<file path="src/rtl/datapath_param.sv">
// Parametrised single-cycle datapath core with an 8-op ISA,
// carry flag, run/stall control, retired counter and debug read port.
module datapath_param #(
  parameter int W    = 4,
  parameter int NREG = 4,
  parameter int PCW  = 4,
  parameter int CNTW = 8,
  localparam int RB   = $clog2(NREG),
  localparam int IMMW = (W > PCW) ? W : PCW,
  localparam int IW   = 3 + 3*RB + IMMW
) (
  input  logic            clk,
  input  logic            rst,
  input  logic            run,
  input  logic [IW-1:0]   ins,
  output logic [PCW-1:0]  pc,
  output logic            halted,
  output logic            carry,
  output logic [CNTW-1:0] retired,
  input  logic [RB-1:0]   dbg_sel,
  output logic [W-1:0]    dbg_data
);

  typedef enum logic {
    S_RUN,
    S_HALT
  } state_t;

  typedef enum logic [2:0] {
    OP_ADD  = 3'b000,
    OP_SUB  = 3'b001,
    OP_AND  = 3'b010,
    OP_OR   = 3'b011,
    OP_LDI  = 3'b100,
    OP_BEQ  = 3'b101,
    OP_JMP  = 3'b110,
    OP_HALT = 3'b111
  } op_t;

  state_t state, state_n;

  logic [W-1:0] rf [NREG];

  op_t            op;
  logic [RB-1:0]  rw, ra, rb;
  logic [IMMW-1:0] imm;
  logic [W-1:0]   a, b;
  logic [W:0]     add_r;
  logic [PCW-1:0] pc_inc, pc_n;
  logic           carry_n;
  logic           we, retire;
  logic [W-1:0]   wdata;

  assign op  = op_t'(ins[IW-1 -: 3]);
  assign rw  = ins[IMMW+3*RB-1 -: RB];
  assign ra  = ins[IMMW+2*RB-1 -: RB];
  assign rb  = ins[IMMW+RB-1 -: RB];
  assign imm = ins[IMMW-1:0];

  assign a      = rf[ra];
  assign b      = rf[rb];
  assign add_r  = {1'b0, a} + {1'b0, b};
  assign pc_inc = pc + PCW'(1);

  assign halted   = (state == S_HALT);
  assign dbg_data = rf[dbg_sel];

  always_comb begin
    state_n = state;
    pc_n    = pc;
    carry_n = carry;
    we      = 1'b0;
    wdata   = '0;
    retire  = 1'b0;
    if (state == S_RUN && run) begin
      retire = 1'b1;
      pc_n   = pc_inc;
      unique case (op)
        OP_ADD: begin
          we      = 1'b1;
          wdata   = add_r[W-1:0];
          carry_n = add_r[W];
        end
        OP_SUB: begin
          we      = 1'b1;
          wdata   = a - b;
          carry_n = (a < b);
        end
        OP_AND: begin
          we    = 1'b1;
          wdata = a & b;
        end
        OP_OR: begin
          we    = 1'b1;
          wdata = a | b;
        end
        OP_LDI: begin
          we    = 1'b1;
          wdata = imm[W-1:0];
        end
        OP_BEQ: begin
          if (a == b) pc_n = imm[PCW-1:0];
        end
        OP_JMP: pc_n = imm[PCW-1:0];
        OP_HALT: begin
          pc_n    = pc;
          state_n = S_HALT;
        end
      endcase
    end
  end

  always_ff @(posedge clk) begin
    if (rst) begin
      state   <= S_RUN;
      pc      <= '0;
      carry   <= 1'b0;
      retired <= '0;
      for (int i = 0; i < NREG; i++) rf[i] <= '0;
    end else begin
      state <= state_n;
      pc    <= pc_n;
      carry <= carry_n;
      // saturate rather than wrap
      if (retire && retired != '1)
        retired <= retired + CNTW'(1);
      if (we) rf[rw] <= wdata;
    end
  end

endmodule

</file>
<file path="config.mk">
export PLATFORM = sky130hd
export DESIGN_NAME = datapath_param
export DESIGN_NICKNAME = d
export VERILOG_FILES = /design/src/rtl/datapath_param.sv
export SDC_FILE = /design/constraint.sdc
export NUM_CORES = 1
export LEC_CHECK = 0
export BUFFER_PORTS_ARGS = -buffer_cell sky130_fd_sc_hd__buf_2
export CAP_MARGIN = 40
export CORE_MARGIN = 5
export CORE_UTILIZATION = 30
export DETAILED_ROUTE_END_ITERATION = 7
export PLACE_DENSITY_LB_ADDON = 0.2
export SYNTH_ARGS = -nofsm -noshare
export SYNTH_HDL_FRONTEND = slang
export SYNTH_SLANG_ARGS = --single-unit
</file>
<file path="constraint.sdc">
create_clock -name clk -period 3.49 [get_ports clk]
set_input_delay 0 -clock clk [delete_from_list [all_inputs] [get_ports clk]]
set_output_delay 0 -clock clk [all_outputs]
set_load 0.1 [all_outputs]
</file>
==> flow_summary.html <==
<table>
<tr><th>Metric</th><th>Value</th></tr>
<tr><th colspan="2">Outcome</th></tr>
<tr><td>Run status</td><td>completed</td></tr>
<tr><th colspan="2">Clocking</th></tr>
<tr><td>Quantity of hold-fixing buffers added after cts</td><td>0</td></tr>
<tr><td>Total of cells resized after clock tree synthesis</td><td>0</td></tr>
<tr><td>Htree depth</td><td>2</td></tr>
<tr><td>Clock root buffer</td><td>sky130_fd_sc_hd__clkbuf_8</td></tr>
<tr><td>CTS tree</td><td>done</td></tr>
<tr><td>Latest clock arrival within the worst-skew pair</td><td>0.28 ns</td></tr>
<tr><td>Maximum buffer depth of the clock tree</td><td>2</td></tr>
<tr><td>Total clock sinks</td><td>30</td></tr>
<tr><td>Post-CTS repair timing setup buffer count</td><td>0</td></tr>
<tr><td>Number of CTS-inserted buffers</td><td>5</td></tr>
<tr><td>Clock-pin transition on the worst setup and hold timing paths</td><td>0.07 ns</td></tr>
<tr><th colspan="2">Placed design</th></tr>
<tr><td>Placed wire-length estimate after detailed placement</td><td>3.952 mm</td></tr>
<tr><td>Number of I/O port buffers</td><td>35</td></tr>
<tr><td>Placed standard-cell area</td><td>0.002367 sq mm</td></tr>
<tr><td>Placer congestion estimate</td><td>0.7770</td></tr>
<tr><th colspan="2">Timing</th></tr>
<tr><td>Worst Tran Pin Value</td><td>0.5024 ns</td></tr>
<tr><td>Min Tclk post-route</td><td>2.905 ns</td></tr>
<tr><td>Unrepaired setup endpoints after global routing</td><td>no</td></tr>
<tr><td>Max Clock Freq</td><td>0.3442 GHz</td></tr>
<tr><td>Ratio of final minimum period to clock period</td><td>83.25%</td></tr>
<tr><td>Number of pins exceeding their max-slew limit in the final report</td><td>0</td></tr>
<tr><td>Rel. slew slack</td><td>66.35%</td></tr>
<tr><td>Final Skew</td><td>0.01143 ns</td></tr>
<tr><td>Number of hold violations in the final report</td><td>0</td></tr>
<tr><td>Accumulated negative setup slack</td><td>0 ns</td></tr>
<tr><td>Number of failing setup endpoints in the final timing report</td><td>0</td></tr>
<tr><td>Final-layout worst hold slack</td><td>0.01838 ns</td></tr>
<tr><th colspan="2">Final layout</th></tr>
<tr><td>Fin util</td><td>35.97%</td></tr>
<tr><td>Final nets</td><td>276</td></tr>
<tr><td>Fillers</td><td>737</td></tr>
<tr><td>Share of final-layout standard cells stronger than drive strength 1</td><td>25.93%</td></tr>
<tr><td>Area taken by flip-flops and latches</td><td>760.7 sq um</td></tr>
<tr><td>Area of combinational cells with multiple inputs</td><td>0.001255 sq mm</td></tr>
<tr><td>Area of all placed cells without fillers</td><td>0.002457 sq mm</td></tr>
<tr><td>Area Overhead vs Synth</td><td>15.60%</td></tr>
<tr><td>Diode insertion count for antenna repair</td><td>0</td></tr>
<tr><th colspan="2">Route</th></tr>
<tr><td>Final routed DRC violation total</td><td>0</td></tr>
<tr><td>Routed Wire Length</td><td>4.989 mm</td></tr>
<tr><td>Number of antenna-violating nets in the routed design</td><td>0</td></tr>
<tr><td>Total via count in the routed design</td><td>1632</td></tr>
<tr><td>DR vias/cell</td><td>4.814</td></tr>
<tr><td>Initial DRT Pass Iterations</td><td>6</td></tr>
<tr><td>Wire per inst</td><td>14.72 um</td></tr>
<tr><td>DRT iter0 DRCs</td><td>62</td></tr>
<tr><th colspan="2">Synth</th></tr>
<tr><td>Prevailing post-synth register cell</td><td>sky130_fd_sc_hd__edfxtp_1</td></tr>
<tr><td>Mux share of post-synthesis cell area</td><td>17.13%</td></tr>
<tr><td>Number of standard cells after synthesis</td><td>209</td></tr>
<tr><td>Simple logic cell fraction of the synthesized area</td><td>18.60%</td></tr>
<tr><td>Synthesized net count</td><td>243</td></tr>
<tr><td>Main combinational cell family by area after synthesis</td><td>simple AND/OR/NAND/NOR gates</td></tr>
<tr><td>Post-synthesis sequential element count</td><td>30</td></tr>
<tr><td>Average cell area after synthesis</td><td>10.17 sq um</td></tr>
<tr><td>Yosys warns</td><td>0</td></tr>
<tr><td>Post-synth cell types</td><td>47</td></tr>
<tr><td>Post-Synth Adder-Cell Area</td><td>10.12%</td></tr>
<tr><td>Number of enable flip-flop cells after synthesis</td><td>16</td></tr>
<tr><td>Total standard cell area after synthesis</td><td>0.002126 sq mm</td></tr>
<tr><td>Complex-gate fraction of the synthesized area</td><td>10.30%</td></tr>
<tr><td>Proportion of register bits with asynchronous set or reset after synthesis</td><td>0%</td></tr>
<tr><td>Sequential share of the synthesized area</td><td>35.79%</td></tr>
<tr><td>Parity-gate share of the synthesized area counting xor and xnor cells</td><td>2.884%</td></tr>
<tr><th colspan="2">Floorplanning</th></tr>
<tr><td>Die width</td><td>94.18 um</td></tr>
<tr><td>Placeable core region</td><td>0.006832 sq mm</td></tr>
<tr><td>Area of the die</td><td>0.008870 sq mm</td></tr>
<tr><td>Effective utilization at floorplan</td><td>31.12%</td></tr>
<tr><td>Vertical die dimension</td><td>94.18 um</td></tr>
<tr><td>Top-level I/O count</td><td>36</td></tr>
<tr><td>Standard-cell rows</td><td>30</td></tr>
<tr><th colspan="2">Hold path</th></tr>
<tr><td>Path class of the lowest-slack min-delay path</td><td>input pin to flop</td></tr>
<tr><td>Start point of the worst min-delay path</td><td>ins[0]</td></tr>
<tr><th colspan="2">GRT</th></tr>
<tr><td>Antenna violations before repair</td><td>0</td></tr>
<tr><td>Global-route wire length before repair</td><td>8.217 mm</td></tr>
<tr><td>GRT Resource Usage Total</td><td>11.96%</td></tr>
<tr><td>Number of global-route vias before repair</td><td>1628</td></tr>
<tr><td>Maximum number of pins on one net before global-route repair</td><td>20</td></tr>
<tr><td>Remaining global-route overflow</td><td>0</td></tr>
<tr><th colspan="2">Setup path</th></tr>
<tr><td>Type of destination of the critical path</td><td>flop</td></tr>
<tr><td>Crit path launch type</td><td>flop</td></tr>
<tr><td>Worst-case register-to-register setup slack</td><td>0.58 ns</td></tr>
<tr><td>Required time worst endpoint</td><td>3.49 ns</td></tr>
<tr><td>Category of the most critical setup path</td><td>flop to flop</td></tr>
<tr><td>RR Startpoint</td><td>rf[3][0]</td></tr>
<tr><td>Launching instance or port of the critical path</td><td>rf[3][0]</td></tr>
<tr><td>Largest fanout on the critical path</td><td>4</td></tr>
<tr><td>Critical Path AT</td><td>2.91 ns</td></tr>
<tr><th colspan="2">Power</th></tr>
<tr><td>Net Sw Power</td><td>337.5 uW</td></tr>
<tr><td>Share of power burned in combinational logic</td><td>29.7%</td></tr>
<tr><td>Reported leakage power</td><td>0.0009723 uW</td></tr>
<tr><td>Part of the total power dissipated in sequential elements</td><td>41.0%</td></tr>
<tr><td>Clk network pwr share</td><td>29.2%</td></tr>
<tr><td>Sw Ratio</td><td>34.36%</td></tr>
<tr><td>Sum of internal, switching and leakage power</td><td>982.2 uW</td></tr>
<tr><td>Areal power density over the cells</td><td>399.7 mW/mm^2</td></tr>
<tr><td>Maximum vdd ir drop</td><td>148.2 uV</td></tr>
<tr><td>Internal cell power</td><td>644.7 uW</td></tr>
<tr><th colspan="2">Job</th></tr>
<tr><td>Max-cap violations</td><td>0</td></tr>
</table>
## synth_stat cells (2+ instances only)
| cell type | instances | area [sq um] |
|---|---|---|
| sky130_fd_sc_hd__mux4_2 | 13 | 292.8 |
| sky130_fd_sc_hd__xnor2_1 | 4 | 35.03 |
| sky130_fd_sc_hd__buf_6 | 2 | 22.52 |
| sky130_fd_sc_hd__mux2i_1 | 6 | 60.06 |
| sky130_fd_sc_hd__nand3_1 | 7 | 35.03 |
| sky130_fd_sc_hd__nor3_1 | 2 | 10.01 |
| sky130_fd_sc_hd__nand4_1 | 3 | 18.77 |
| sky130_fd_sc_hd__a21oi_1 | 7 | 35.03 |
| sky130_fd_sc_hd__nor2_1 | 34 | 127.6 |
| sky130_fd_sc_hd__edfxtp_1 | 16 | 480.5 |
| sky130_fd_sc_hd__nand2_1 | 12 | 45.04 |
| sky130_fd_sc_hd__nand2b_1 | 4 | 25.02 |
| sky130_fd_sc_hd__clkbuf_1 | 3 | 11.26 |
| sky130_fd_sc_hd__inv_1 | 15 | 56.30 |
| sky130_fd_sc_hd__buf_2 | 4 | 20.02 |
| sky130_fd_sc_hd__nor3b_1 | 2 | 15.01 |
| sky130_fd_sc_hd__dfxtp_1 | 14 | 280.3 |
| sky130_fd_sc_hd__o21ai_0 | 5 | 25.02 |
| sky130_fd_sc_hd__a211o_1 | 2 | 17.52 |
| sky130_fd_sc_hd__fa_1 | 2 | 40.04 |
| sky130_fd_sc_hd__a31oi_1 | 7 | 43.79 |
| sky130_fd_sc_hd__or4_1 | 2 | 15.01 |
| sky130_fd_sc_hd__ha_1 | 14 | 175.2 |
| sky130_fd_sc_hd__nor2b_1 | 3 | 18.77 |
| sky130_fd_sc_hd__xor2_1 | 3 | 26.28 |
| sky130_fd_sc_hd__a31o_2 | 2 | 17.52 |
## cell type report
type	instances	share of cell area, %
tap	96	4.888
clock buffer	8	3.666
sequential	30	30.96
inverter	15	2.291
multi-input combinational	155	51.07
timing repair buffer	35	7.128
## layout by cell type, fill, tap and decap left out, types with 3 or more instances in the layout
cell type / instances
sky130_fd_sc_hd__mux4_2: 13
sky130_fd_sc_hd__nor2_1: 34
sky130_fd_sc_hd__ha_1: 14
sky130_fd_sc_hd__nand2b_1: 4
sky130_fd_sc_hd__dfxtp_1: 14
sky130_fd_sc_hd__buf_2: 35
sky130_fd_sc_hd__o21ai_0: 5
sky130_fd_sc_hd__clkbuf_8: 6
sky130_fd_sc_hd__a31oi_1: 7
sky130_fd_sc_hd__a21oi_1: 7
sky130_fd_sc_hd__nor2b_1: 3
sky130_fd_sc_hd__mux2i_1: 6
sky130_fd_sc_hd__nand2_1: 12
sky130_fd_sc_hd__nand4_1: 3
sky130_fd_sc_hd__xnor2_1: 4
sky130_fd_sc_hd__nand3_1: 7
sky130_fd_sc_hd__xor2_1: 3
sky130_fd_sc_hd__inv_1: 15
sky130_fd_sc_hd__edfxtp_1: 16
## metal layers
metal | part of all wire, % | up-vias | global-route usage, % | routed length, um
met5 | 0 | - | 0 | 0
met4 | 0.54 | 0 | 2.527 | 27
met3 | 6.3 | 2 | 3.125 | 312
met2 | 48 | 33 | 20.51 | 2417
met1 | 45 | 773 | 15.05 | 2231
li1 | - | 824 | - | -
## through the flow
stage	setup WS, ns	cells
6_report	0.5846	339
5_1_grt	0.4720	339
4_1_cts	0.5632	339
3_5_place_dp	0.5797	331
3_3_place_gp	0.5828	331
2_1_floorplan	0.9358	209
## sequential cells by signal, summed over array words and instances (netlist names)
register,cells
retired,8
halted,1
carry,1
pc,4
rf,16
## path summary, 6_finish.rpt
kind / end / depth (start not counted)
worst max-delay path: rf[2][2] / 8
worst min-delay path: pc[0] / 3
worst max register to register: rf[2][2] / 8
worst min register to register: halted / 2
## power by group through the flow
| stage | registers, uW | logic, uW | clock network (uW) |
|---|---|---|---|
| detailed placement | 411 | 296 | 0 |
| global placement | 410 | 297 | 0 |
| global route | 405 | 320 | 313 |
| floorplan | 461 | 186 | 0 |
| CTS | 403 | 297 | 298 |
| finish | 403 | 292 | 287 |
## worst max-delay path, stage by stage, from the launching register on
cell	delay [ns]
sky130_fd_sc_hd__edfxtp_1	0.43
sky130_fd_sc_hd__mux4_2	0.53
sky130_fd_sc_hd__ha_1	0.26
sky130_fd_sc_hd__fa_1	0.50
sky130_fd_sc_hd__xnor2_1	0.18
sky130_fd_sc_hd__mux4_2	0.24
sky130_fd_sc_hd__nor2_1	0.04
sky130_fd_sc_hd__a31oi_1	0.37
sky130_fd_sc_hd__nor2_1	0.10
## logic make-up after synthesis
family / Yosys count
AOI/OAI and AO/OA: 32
xor gates and xnor gates: 7
adders and majority gates: 16
buffers and inverters: 24
DFF: 30
muxes: 20
and+or+nand+nor: 80
No activity file was read; power rests on OpenSTA's default activity.
